==> src/rtl/pkt_concentrator_n.sv <==
// Packs the parser's code/data byte stream into LANES-byte words for the rx packet FIFO.
// Filters runt, giant, CRC-bad and truncated frames by marking their final word with p_abort.
//
// state   | meaning
// S_IDLE  | between packets; waits for SOP, discards data/EOP bytes
// S_PKT   | collecting packet bytes into the accumulator
// S_DRAIN | giant frame already aborted; discarding bytes up to EOP
module pkt_concentrator_n #(
    parameter int LANES   = 8,
    parameter int LSZ     = 3,
    parameter int MIN_LEN = 64,
    parameter int MAX_LEN = 1518,
    parameter int LEN_SZ  = 14
) (
    input  logic               clk,
    input  logic               reset,
    input  logic               c_srdy,
    output logic               c_drdy,
    input  logic [1:0]         c_code,
    input  logic [7:0]         c_data,
    output logic               p_srdy,
    input  logic               p_drdy,
    output logic [1:0]         p_code,
    output logic [LSZ-1:0]     p_cnt,
    output logic [LANES*8-1:0] p_data,
    output logic               p_commit,
    output logic               p_abort,
    output logic [LEN_SZ-1:0]  pkt_len,
    output logic               drop_runt,
    output logic               drop_giant,
    output logic               drop_crc
);

    localparam logic [1:0] C_SOP     = 2'b00;
    localparam logic [1:0] C_DATA    = 2'b01;
    localparam logic [1:0] C_EOP_BAD = 2'b11;

    localparam logic [1:0] W_FIRST  = 2'b00;
    localparam logic [1:0] W_MID    = 2'b01;
    localparam logic [1:0] W_LAST   = 2'b10;
    localparam logic [1:0] W_SINGLE = 2'b11;

    localparam logic [LEN_SZ-1:0] GIANT_LEN = LEN_SZ'(MAX_LEN + 1);
    localparam logic [LEN_SZ-1:0] MIN_L     = LEN_SZ'(MIN_LEN);
    localparam logic [LSZ-1:0]    LANE_LAST = LSZ'(LANES - 1);

    typedef enum logic [1:0] {S_IDLE, S_PKT, S_DRAIN} state_t;

    state_t               state, state_n;
    logic [LSZ-1:0]       lane, lane_n;
    logic [LEN_SZ-1:0]    len, len_n, len_inc;
    logic                 first, first_n;
    logic [LANES*8-1:0]   acc, acc_n, merged;
    logic                 out_free;

    logic                 load;
    logic [1:0]           ld_code;
    logic [LSZ-1:0]       ld_cnt;
    logic [LANES*8-1:0]   ld_data;
    logic                 ld_commit, ld_abort, ld_len;
    logic                 ld_runt, ld_giant, ld_crc;

    assign out_free = ~p_srdy | p_drdy;
    assign len_inc  = (len == GIANT_LEN) ? len : len + LEN_SZ'(1);

    // Accumulator with the incoming byte dropped into the current lane; this is the word
    // that leaves when the byte completes it.
    always_comb begin
        merged = acc;
        merged[{lane, 3'b000} +: 8] = c_data;
    end

    always_comb begin
        state_n   = state;
        lane_n    = lane;
        len_n     = len;
        first_n   = first;
        acc_n     = acc;
        load      = 1'b0;
        ld_code   = W_LAST;
        ld_cnt    = lane;
        ld_data   = merged;
        ld_commit = 1'b0;
        ld_abort  = 1'b0;
        ld_len    = 1'b0;
        ld_runt   = 1'b0;
        ld_giant  = 1'b0;
        ld_crc    = 1'b0;
        c_drdy    = (state == S_DRAIN) | out_free;

        case (state)
            S_IDLE: begin
                if (c_code != C_SOP) begin
                    c_drdy = 1'b1;
                end else if (c_srdy && out_free) begin
                    acc_n[7:0] = c_data;
                    lane_n     = LSZ'(1);
                    len_n      = LEN_SZ'(1);
                    first_n    = 1'b1;
                    state_n    = S_PKT;
                end
            end

            S_PKT: begin
                if (c_srdy && c_code == C_SOP) begin
                    // SOP is left pending; it is taken in S_IDLE once the truncated word is out.
                    c_drdy = 1'b0;
                    if (out_free) begin
                        load     = 1'b1;
                        ld_data  = acc;
                        ld_cnt   = (lane == '0) ? '0 : lane - LSZ'(1);
                        ld_abort = 1'b1;
                        lane_n   = '0;
                        state_n  = S_IDLE;
                    end
                end else if (c_srdy && out_free) begin
                    acc_n = merged;
                    len_n = len_inc;
                    if (c_code == C_DATA) begin
                        if (len_inc == GIANT_LEN) begin
                            load     = 1'b1;
                            ld_abort = 1'b1;
                            ld_giant = 1'b1;
                            lane_n   = '0;
                            state_n  = S_DRAIN;
                        end else if (lane == LANE_LAST) begin
                            load    = 1'b1;
                            ld_code = first ? W_FIRST : W_MID;
                            first_n = 1'b0;
                            lane_n  = '0;
                        end else begin
                            lane_n = lane + LSZ'(1);
                        end
                    end else begin
                        load    = 1'b1;
                        ld_code = first ? W_SINGLE : W_LAST;
                        lane_n  = '0;
                        state_n = S_IDLE;
                        if (c_code == C_EOP_BAD) begin
                            ld_abort = 1'b1;
                            ld_crc   = 1'b1;
                        end else if (len_inc == GIANT_LEN) begin
                            ld_abort = 1'b1;
                            ld_giant = 1'b1;
                        end else if (len_inc < MIN_L) begin
                            ld_abort = 1'b1;
                            ld_runt  = 1'b1;
                        end else begin
                            ld_commit = 1'b1;
                            ld_len    = 1'b1;
                        end
                    end
                end
            end

            S_DRAIN: begin
                if (c_srdy) begin
                    case (c_code)
                        C_SOP: begin
                            acc_n[7:0] = c_data;
                            lane_n     = LSZ'(1);
                            len_n      = LEN_SZ'(1);
                            first_n    = 1'b1;
                            state_n    = S_PKT;
                        end
                        C_DATA:  len_n   = len_inc;
                        default: state_n = S_IDLE;
                    endcase
                end
            end

            default: state_n = S_IDLE;
        endcase
    end

    always_ff @(posedge clk or posedge reset) begin
        if (reset) begin
            state      <= S_IDLE;
            lane       <= '0;
            len        <= '0;
            first      <= 1'b0;
            acc        <= '0;
            p_srdy     <= 1'b0;
            p_code     <= '0;
            p_cnt      <= '0;
            p_data     <= '0;
            p_commit   <= 1'b0;
            p_abort    <= 1'b0;
            pkt_len    <= '0;
            drop_runt  <= 1'b0;
            drop_giant <= 1'b0;
            drop_crc   <= 1'b0;
        end else begin
            state <= state_n;
            lane  <= lane_n;
            len   <= len_n;
            first <= first_n;
            acc   <= acc_n;
            if (load) begin
                p_srdy   <= 1'b1;
                p_code   <= ld_code;
                p_cnt    <= ld_cnt;
                p_data   <= ld_data;
                p_commit <= ld_commit;
                p_abort  <= ld_abort;
            end else if (p_drdy) begin
                p_srdy   <= 1'b0;
                p_commit <= 1'b0;
                p_abort  <= 1'b0;
            end
            drop_runt  <= ld_runt;
            drop_giant <= ld_giant;
            drop_crc   <= ld_crc;
            if (ld_len) pkt_len <= len_n;
        end
    end

endmodule

==> config.mk <==
export PLATFORM = sky130hd
export DESIGN_NAME = pkt_concentrator_n
export DESIGN_NICKNAME = d
export VERILOG_FILES = /design/src/rtl/pkt_concentrator_n.sv
export SDC_FILE = /design/constraint.sdc
export NUM_CORES = 1
export LEC_CHECK = 0
export CORE_ASPECT_RATIO = 1.25
export CORE_MARGIN = 2
export CORE_UTILIZATION = 25
export DETAILED_ROUTE_END_ITERATION = 7
export PLACE_DENSITY = 0.54
export SLEW_MARGIN = 20
export SYNTH_ARGS = -nofsm -noshare
export SYNTH_HDL_FRONTEND = slang
export SYNTH_SLANG_ARGS = --single-unit
==> constraint.sdc <==
create_clock -name clk -period 18.9 [get_ports clk]
set_input_delay 5.67 -clock clk [delete_from_list [all_inputs] [get_ports clk]]
set_output_delay 5.67 -clock clk [all_outputs]
set_load 0.1 [all_outputs]
=== After elaboration in Yosys (flattened, before gate mapping) ===
Cells that the tools add are included.

* Register bits after elaboration: 173
* Bits of input ports: 14
* Output and inout port bits: 90
* Word-level logic and storage cells: 167

* $add $sub $neg: 4
* Magnitude comparators: 1
* Eq/ne operators: 20
* Shifts and indexed selects: 2
* Mux-type cells: 107
* Bitwise logic cells: 4
* Reduce and logical (&&, ||, !) cells: 13

{| class="wikitable"
|+ Operators by type and width
! kind !! number
|-
| 2-to-1 mux 64 bit || 3
|-
| 2-to-1 mux 14 bit || 6
|-
| bitwise mux 64 bit || 1
|-
| variable shift 8 x 8 -> 64 bit, first input constant || 1
|-
| variable part select 8 x 8 -> 64 bit || 1
|-
| 2-to-1 mux 1 bit || 55
|-
| 2-to-1 mux 8 bit || 6
|-
| 2-to-1 mux 3 bit || 14
|-
| case mux 14 bit (3 select lines) || 1
|-
| == test 14 x 11 -> 1 bit, second input constant || 2
|-
| 2-to-1 mux 2 bit || 14
|-
| case mux 14 bit (2 select lines) || 1
|-
| case mux 8 bit (3 select lines) || 1
|-
| AND reduction 7 bit || 3
|-
| inequality test 2 bit, second input constant || 9
|-
| adder 14 x 1 -> 14 bit, second input constant || 1
|-
| < comparator 14 x 7 -> 1 bit, second input constant || 1
|-
| AND reduction 10 bit || 1
|-
| case mux 3 bit (3 select lines) || 1
|-
| negator 6 -> 8 bit || 1
|-
| inequality test 3 bit, second input constant || 2
|-
| case mux 2 bit (3 select lines) || 1
|-
| == test 2 x 1 -> 1 bit, second input constant || 2
|-
| == test 2 bit, second input constant || 2
|-
| 16 further kinds || 21
|}

=== Longest topological paths before layout ===
Gate-level depths: netlist of run 1.

* Depth after elaboration: 11
* Depth in mapped cells: 11
* Mapped depth without buffers: 9

=== Worst setup path after synthesis of run 1 ===
No wires, ideal clock.

* Path kind: input to output
* Start point: in c_code[0]
* End point: out c_drdy
* Arrival: 7.868 ns
* Data required time: 13.230 ns
* Slack: 5.362 ns
* Stages on the path: 6
* Path buffers: 2
* Cells stage by stage: clkbuf_1 > nor2_1 > clkbuf_1 > nand2_1 > o21ai_0 > a22oi_1

* Word-level cells in the longest chain between the ends: 4
* Elaborated cells between the ends (all ways): 6
* Classes of those cells: mux (3); reduce/logical (3)

{| class="wikitable"
|+ RTL lines
! what !! line !! RTL
|-
| from (decl) || 19 || <nowiki>input logic [1:0] c_code,</nowiki>
|-
| logical NOT 2 bit || 105 || <nowiki>if (c_srdy && c_code == C_SOP) begin</nowiki>
|-
| logical AND 1 bit || 105 ||
|-
| 2-to-1 mux 1 bit || 105 ||
|-
| case mux 1 bit (2 select lines) * || 91 || <nowiki>case (state)</nowiki>
|-
| to (decl) || 18 || <nowiki>output logic c_drdy,</nowiki>
|}

Every way passes the cells marked *; elsewhere a longest branch is shown, timed or not.

=== Worst setup path after layout of run 1 ===
Same ends and word-level chain as after synthesis.

==> results.toml, run 1 <==
[sta]
fin_crit_ns = 14.04
maxSlewHeadroom_pct = 27.6
period_share_pct = 74.3
finalHoldViolCount = 0
setup_viol = 0
finalSetupTns_ns = 0
drv_slew = 0
skew_ns = 0.00905
rsz0062_at_grt = "false"
fmax_mhz = 71.2
worst_pin_slew_ns = 1.08

[floorplan]
die_y_microns = 209
die_x_microns = 168
ios = 104
start_util_pct = 25.2
core.rowCount = 75
core_area_sq_um = 33300
die_area_sq_um = 35100

[grt]
grt_pass1_wl_microns = 35000
grt_max_degree = 71
gr-usage-met2_pct = 20.8
met3_usage_pct = 2.77
antenna_found_initial = 0
grt_pass1_vias = 6201
grt.total_usage_pct = 12.9
busiest_layer = "met2"
gr-total-overflow = 0
use_met1_pct = 17.1

[routing]
drtIter0Drc = 296
wl_per_cell_microns = 16.5
ant_nets = 0
firstDrtPassIters = 6
vias = 6122
wirelength_microns = 21800
viasPerCell = 4.64
drcViolationCount = 0

[place]
dp.final_hpwl_microns = 15300
dpl_cell_area_sq_um = 9830
gp_routability_congestion = 0.844
io_buffers = 103

[synth]
syn_area_sq_um = 8400
yosys-top-cells-area = "dfrtp_1 (52%), mux2_2 (15%), nand2_1 (6.2%)"
yosysTopAreaCell = "dfrtp_1"
ys_ff_latch = 173
synth-async-reset-ratio_pct = 100
yosysMostFrequentCell = "dfrtp_1"
syn_nets = 816
synth_ff_type = "dfrtp_1"
yosysTopAreaCellShare_pct = 51.5
ys_types = 62
synth-seq-area-share_pct = 51.5
synth_cells = 793
yosys-top-cells-count = "dfrtp_1 (173), nand2_1 (139), mux2_2 (111)"
ys_warn_count = 0
synth-edff-count = 0
avgSynthCellArea_sq_um = 10.6

[run_status]
status = "finished clean"

[critical_path]
r2r_slack_ns = 15.04
crit_required_ns = 13.23
r2r-start = "len[0]$_DFF_PP0_"
crit_path_end_kind = "output port"
r2r-end = "p_data[57]$_DFFE_PP0P_"
critical_path_class = "primary input to output port"
cp-start-kind = "primary input"
cp_max_fo = 13
cp.arrival_ns = 8.37
reg2reg_depth = 9

[final_layout]
area_delta_synth_final_pct = 24.0
multiInputGateArea_sq_um = 3790
register_area_sq_um = 4330
fin_nets = 906
final_area_sq_um = 10400
drive_above_1_share_pct = 18.8
num-fill-cells = 3400
n_antenna_cell = 0

[min_path]
hold_class = "flip-flop to flip-flop"
hp-start = "acc[55]$_DFFE_PP0P_"
hold_depth = 2
min_to = "acc[55]$_DFFE_PP0P_"

[clock_tree]
clock_sinks = 173
clk_latency_ns = 0.44
hold_buffers = 0
h-tree-depth = 4
path_clk_slew_ns = 0.06
clk_path_buf_depth = 2
cts_tree = "built"
cts_made_buffers = 17
post-cts-setup-buffers = 0
cts_resized = 0
root_buffer = "clkbuf_16"

[power_and_ir_drop]
ir_worst_vdd_uv = 118
powerDensity_nw_per_um2 = 129
power.leakage_nw = 4.55
total_power_mw = 1.34

[run]
maxCapViolCount = 0
cells by family after synthesis:
kind of cell / after synthesis / synth area share, %
AO/OA/AOI/OAI: 151 / 10.5
XOR/XNOR: 2 / 0.209
flip-flops: 173 / 51.5
multiplexers: 141 / 18.9
AND/OR/NAND/NOR: 251 / 14.0
buffers and inverters: 66 / 3.44
adder cells (fa/ha/maj): 9 / 1.34
registers in the layout, indices dropped and copies added, names as in the netlist, 2 cells and up:
register and count:
lane 3, state 2, len 14, p_cnt 3, pkt_len 14, p_code 2, p_data 64, acc 64
metal layers:
metal  part of all wire (%)  up-vias
met4                    1.8        0
li1                       -     2960
met1                     47     3018
met5                      0        -
met3                    3.4       19
met2                     48      125
layout make-up:
class,count,area share (%)
Clock buffer,17,4.08
Clock inverter,14,1.53
Inverter,29,1.09
Multi-Input combinational cell,554,36.4
Sequential cell,173,41.6
Tap cell,423,5.08
Timing Repair Buffer,108,10.3
cell usage in the layout (no fill, tap or decap), types with 3 or more instances in the layout:
cell type / n
dfrtp_1: 173
nand2_1: 139
mux2_2: 111
clkdlybuf4s50_1: 103
o21ai_0: 95
inv_1: 28
nor2_1: 27
mux2i_1: 22
clkbuf_16: 17
nand3_1: 16
nor3_1: 15
a21oi_1: 11
and2_1: 9
ha_1: 9
nor2b_1: 8
mux2_4: 8
nor4_1: 7
a31oi_1: 7
nand2b_1: 6
inv_6: 6
and3_1: 5
buf_4: 5
o31ai_1: 4
a21o_1: 3
o21a_1: 3
a22o_1: 3
clkinv_2: 3
worst max-delay path by stage:
stage	start	to	slack, ns	cells after the start
2_1_floorplan	c_code[0]	c_drdy	5.36	6
3_3_place_gp	c_code[0]	c_drdy	4.91	6
3_5_place_dp	c_code[0]	c_drdy	4.90	6
4_1_cts	c_code[0]	c_drdy	4.89	6
5_1_grt	c_code[0]	c_drdy	4.63	6
6_report	c_code[0]	c_drdy	4.86	6
worst max-delay path, stage by stage:
cell	delay [ns]
clkdlybuf4s50_1	0.54
nor2_1	0.64
nand2_1	0.17
o21ai_0	0.18
a22oi_1	0.14
clkdlybuf4s50_1	1.03
report_power, final:
part / switching [mW] / internal (mW) / total [mW]
Sequential: 0.0404 / 0.428 / 0.468
Clock: 0.163 / 0.198 / 0.361
Combinational: 0.375 / 0.135 / 0.510
Total: 0.578 / 0.761 / 1.34
metrics by stage:
step,hold WS [ns],util (%),std cells,worst slack (ns)
2_1_floorplan,0.444,-,793,5.36
3_3_place_gp,0.456,29.5,1287,4.91
3_5_place_dp,0.469,29.5,1287,4.90
4_1_cts,0.485,31.3,1318,4.89
5_1_grt,0.497,31.3,1318,4.63
6_report,0.477,31.3,1318,4.86
No activity file was read; power rests on OpenSTA's default activity.
==> run 2, diff against run 1 <==
- clock period: 18.9 -> 13.75 ns (I/O delays scaled with it)
==> run 2 against run 1 <==
Against the previous run:
- via count grew 0.26%
- combinational power is 37% higher
- sequential cell count is the same
- count of clock-buffer cells in the layout increased by 1
- sequential power grew 38%
- first-iteration DRC count up 21%
- power is 37% higher
- critical path type unchanged
- largest cell class unchanged
- highest routed layer unchanged
==> results.toml, run 2 (same netlist as run 1, synthesis figures left out) <==
[run_status]
status = "finished clean"

[critical_path]
path_depth = 6
critPathMaxStageDelay_ns = 1.03
crit_path_end_kind = "output port"
cp_max_fo = 13
reg2reg_depth = 9
r2r-start = "len[0]$_DFF_PP0_"
startpoint = "c_code[0]"
cp_common_cell = "clkdlybuf4s50_1"
crit_family = "buffers and inverters"
worstSetupEndpoint = "c_drdy"
critical_path_class = "primary input to output port"
crit_buf_inv = 2
cp.arrival_ns = 6.85
r2r_slack_ns = 9.38
cp_cell_sequence = "clkdlybuf4s50_1 > nor2_1 > nand2_1 > o21ai_0 > a22oi_1 > clkdlybuf4s50_1"
r2r-end = "p_data[42]$_DFFE_PP0P_"
critPathSlowestCell = "clkdlybuf4s50_1"
cp-start-kind = "primary input"
crit_required_ns = 9.62

[sta]
worst_slack_ns = 2.77
drv_slew = 0
finalHoldViolCount = 0
maxSlewHeadroom_pct = 30.3
setup_viol = 0
fin_crit_ns = 10.98
worst_pin_slew_ns = 1.04
period_share_pct = 79.8
finalSetupTns_ns = 0
skew_ns = 0.0121
fmax_mhz = 91.1
rsz0062_at_grt = "false"

[floorplan]
die_x_microns = 168
ios = 104
core_area_sq_um = 33300
die_y_microns = 209
core.rowCount = 75
start_util_pct = 25.2
die_area_sq_um = 35100

[place]
dp.final_hpwl_microns = 15400
placed_cells = 1287
dpl_worst_slack_ns = 2.83
io_buffers = 103
gp_routability_congestion = 0.845

[routing]
vias = 6138
drtIter0Drc = 358
viasPerCell = 4.65
wirelength_microns = 21700
drcViolationCount = 0
ant_nets = 0
firstDrtPassIters = 5
wl_per_cell_microns = 16.4

[final_layout]
area_delta_synth_final_pct = 24.0
final_common_cell = "dfrtp_1"
fin_nets = 906
register_area_sq_um = 4330
num-fill-cells = 3417
layout_common_cells = "dfrtp_1 (173), nand2_1 (139), mux2_2 (111)"
n_antenna_cell = 0
drive_above_1_share_pct = 18.8
reg.largest.list = "acc (64), p_data (64)"
stdcell_count = 1319
multiInputGateArea_sq_um = 3790

[clock_tree]
cts_tree = "built"
hold_buffers = 0
post-cts-setup-buffers = 0
clock_sinks = 173
clk_path_buf_depth = 2
path_clk_slew_ns = 0.06
h-tree-depth = 4
cts_made_buffers = 17
cts_resized = 0
clk_latency_ns = 0.45
root_buffer = "clkbuf_16"

[grt]
gr-total-overflow = 0
grt_pass1_vias = 6089
grt_pass1_wl_microns = 34900
grt_max_degree = 69
grt.total_usage_pct = 12.9
antenna_found_initial = 0

[power_and_ir_drop]
powerDensity_nw_per_um2 = 176
ir_worst_vdd_uv = 168
power.leakage_nw = 4.53

[min_path]
hold_class = "flip-flop to flip-flop"

[run]
maxCapViolCount = 0
==> run 2: changes by cell type in the layout (fill, tap and decap cells not counted), sizes merged <==
cell and delta:
clkinvlp +4, clkinv -3, bufinv -1, clkbuf +1
==> run 2: through the flow <==
stage,utilization (%),total power [mW],hold slack (ns),instance area (sq um)
after CTS,31.2,1.86,0.485,10400
after global placement,29.5,1.36,0.455,9830
after global routing,31.3,1.92,0.501,10400
after floorplan,-,1.18,0.444,8400
final,31.3,1.83,0.478,10400
after detailed placement,29.5,1.36,0.470,9830
==> run 2: area by class of cell <==
| type | count | share of cell area [%] |
|---|---|---|
| timing repair buffer | 108 | 10.3 |
| clock buffer | 18 | 4.12 |
| multi-input combinational | 554 | 36.4 |
| tap | 423 | 5.08 |
| inverter | 29 | 1.09 |
| sequential | 173 | 41.6 |
| clock inverter | 14 | 1.45 |
==> run 2: metal layers <==
metal	GRT usage [%]	vias up	part of all wire [%]
met2	21.0	122	48
met4	5.28	0	2.3
met1	17.0	3026	46
met3	2.41	28	3.4
met5	0	-	0
li1	-	2962	-
==> run 2: worst min-delay path by stage <==
stage	startpoint	to	slack, ns	cells after the start
2_1_floorplan	acc[41]$_DFFE_PP0P_	acc[41]$_DFFE_PP0P_	0.44	2
3_3_place_gp	acc[42]$_DFFE_PP0P_	acc[42]$_DFFE_PP0P_	0.46	2
3_5_place_dp	acc[18]$_DFFE_PP0P_	acc[18]$_DFFE_PP0P_	0.47	2
4_1_cts	acc[13]$_DFFE_PP0P_	acc[13]$_DFFE_PP0P_	0.49	2
5_1_grt	acc[19]$_DFFE_PP0P_	acc[19]$_DFFE_PP0P_	0.50	2
6_report	acc[52]$_DFFE_PP0P_	acc[52]$_DFFE_PP0P_	0.48	2
==> run 2: report_power, final <==
group / switching (mW) / leakage, nW / internal [mW]
clock network: 0.228 / 0.271 / 0.256
logic: 0.515 / 1.92 / 0.186
registers: 0.0555 / 2.34 / 0.588
total: 0.798 / 4.53 / 1.03
==> run 2: tightest hold or removal path: stages, from the launching register on <==
cell	delay (ns)
dfrtp_1	0.34
nand2_1	0.04
o21ai_0	0.06
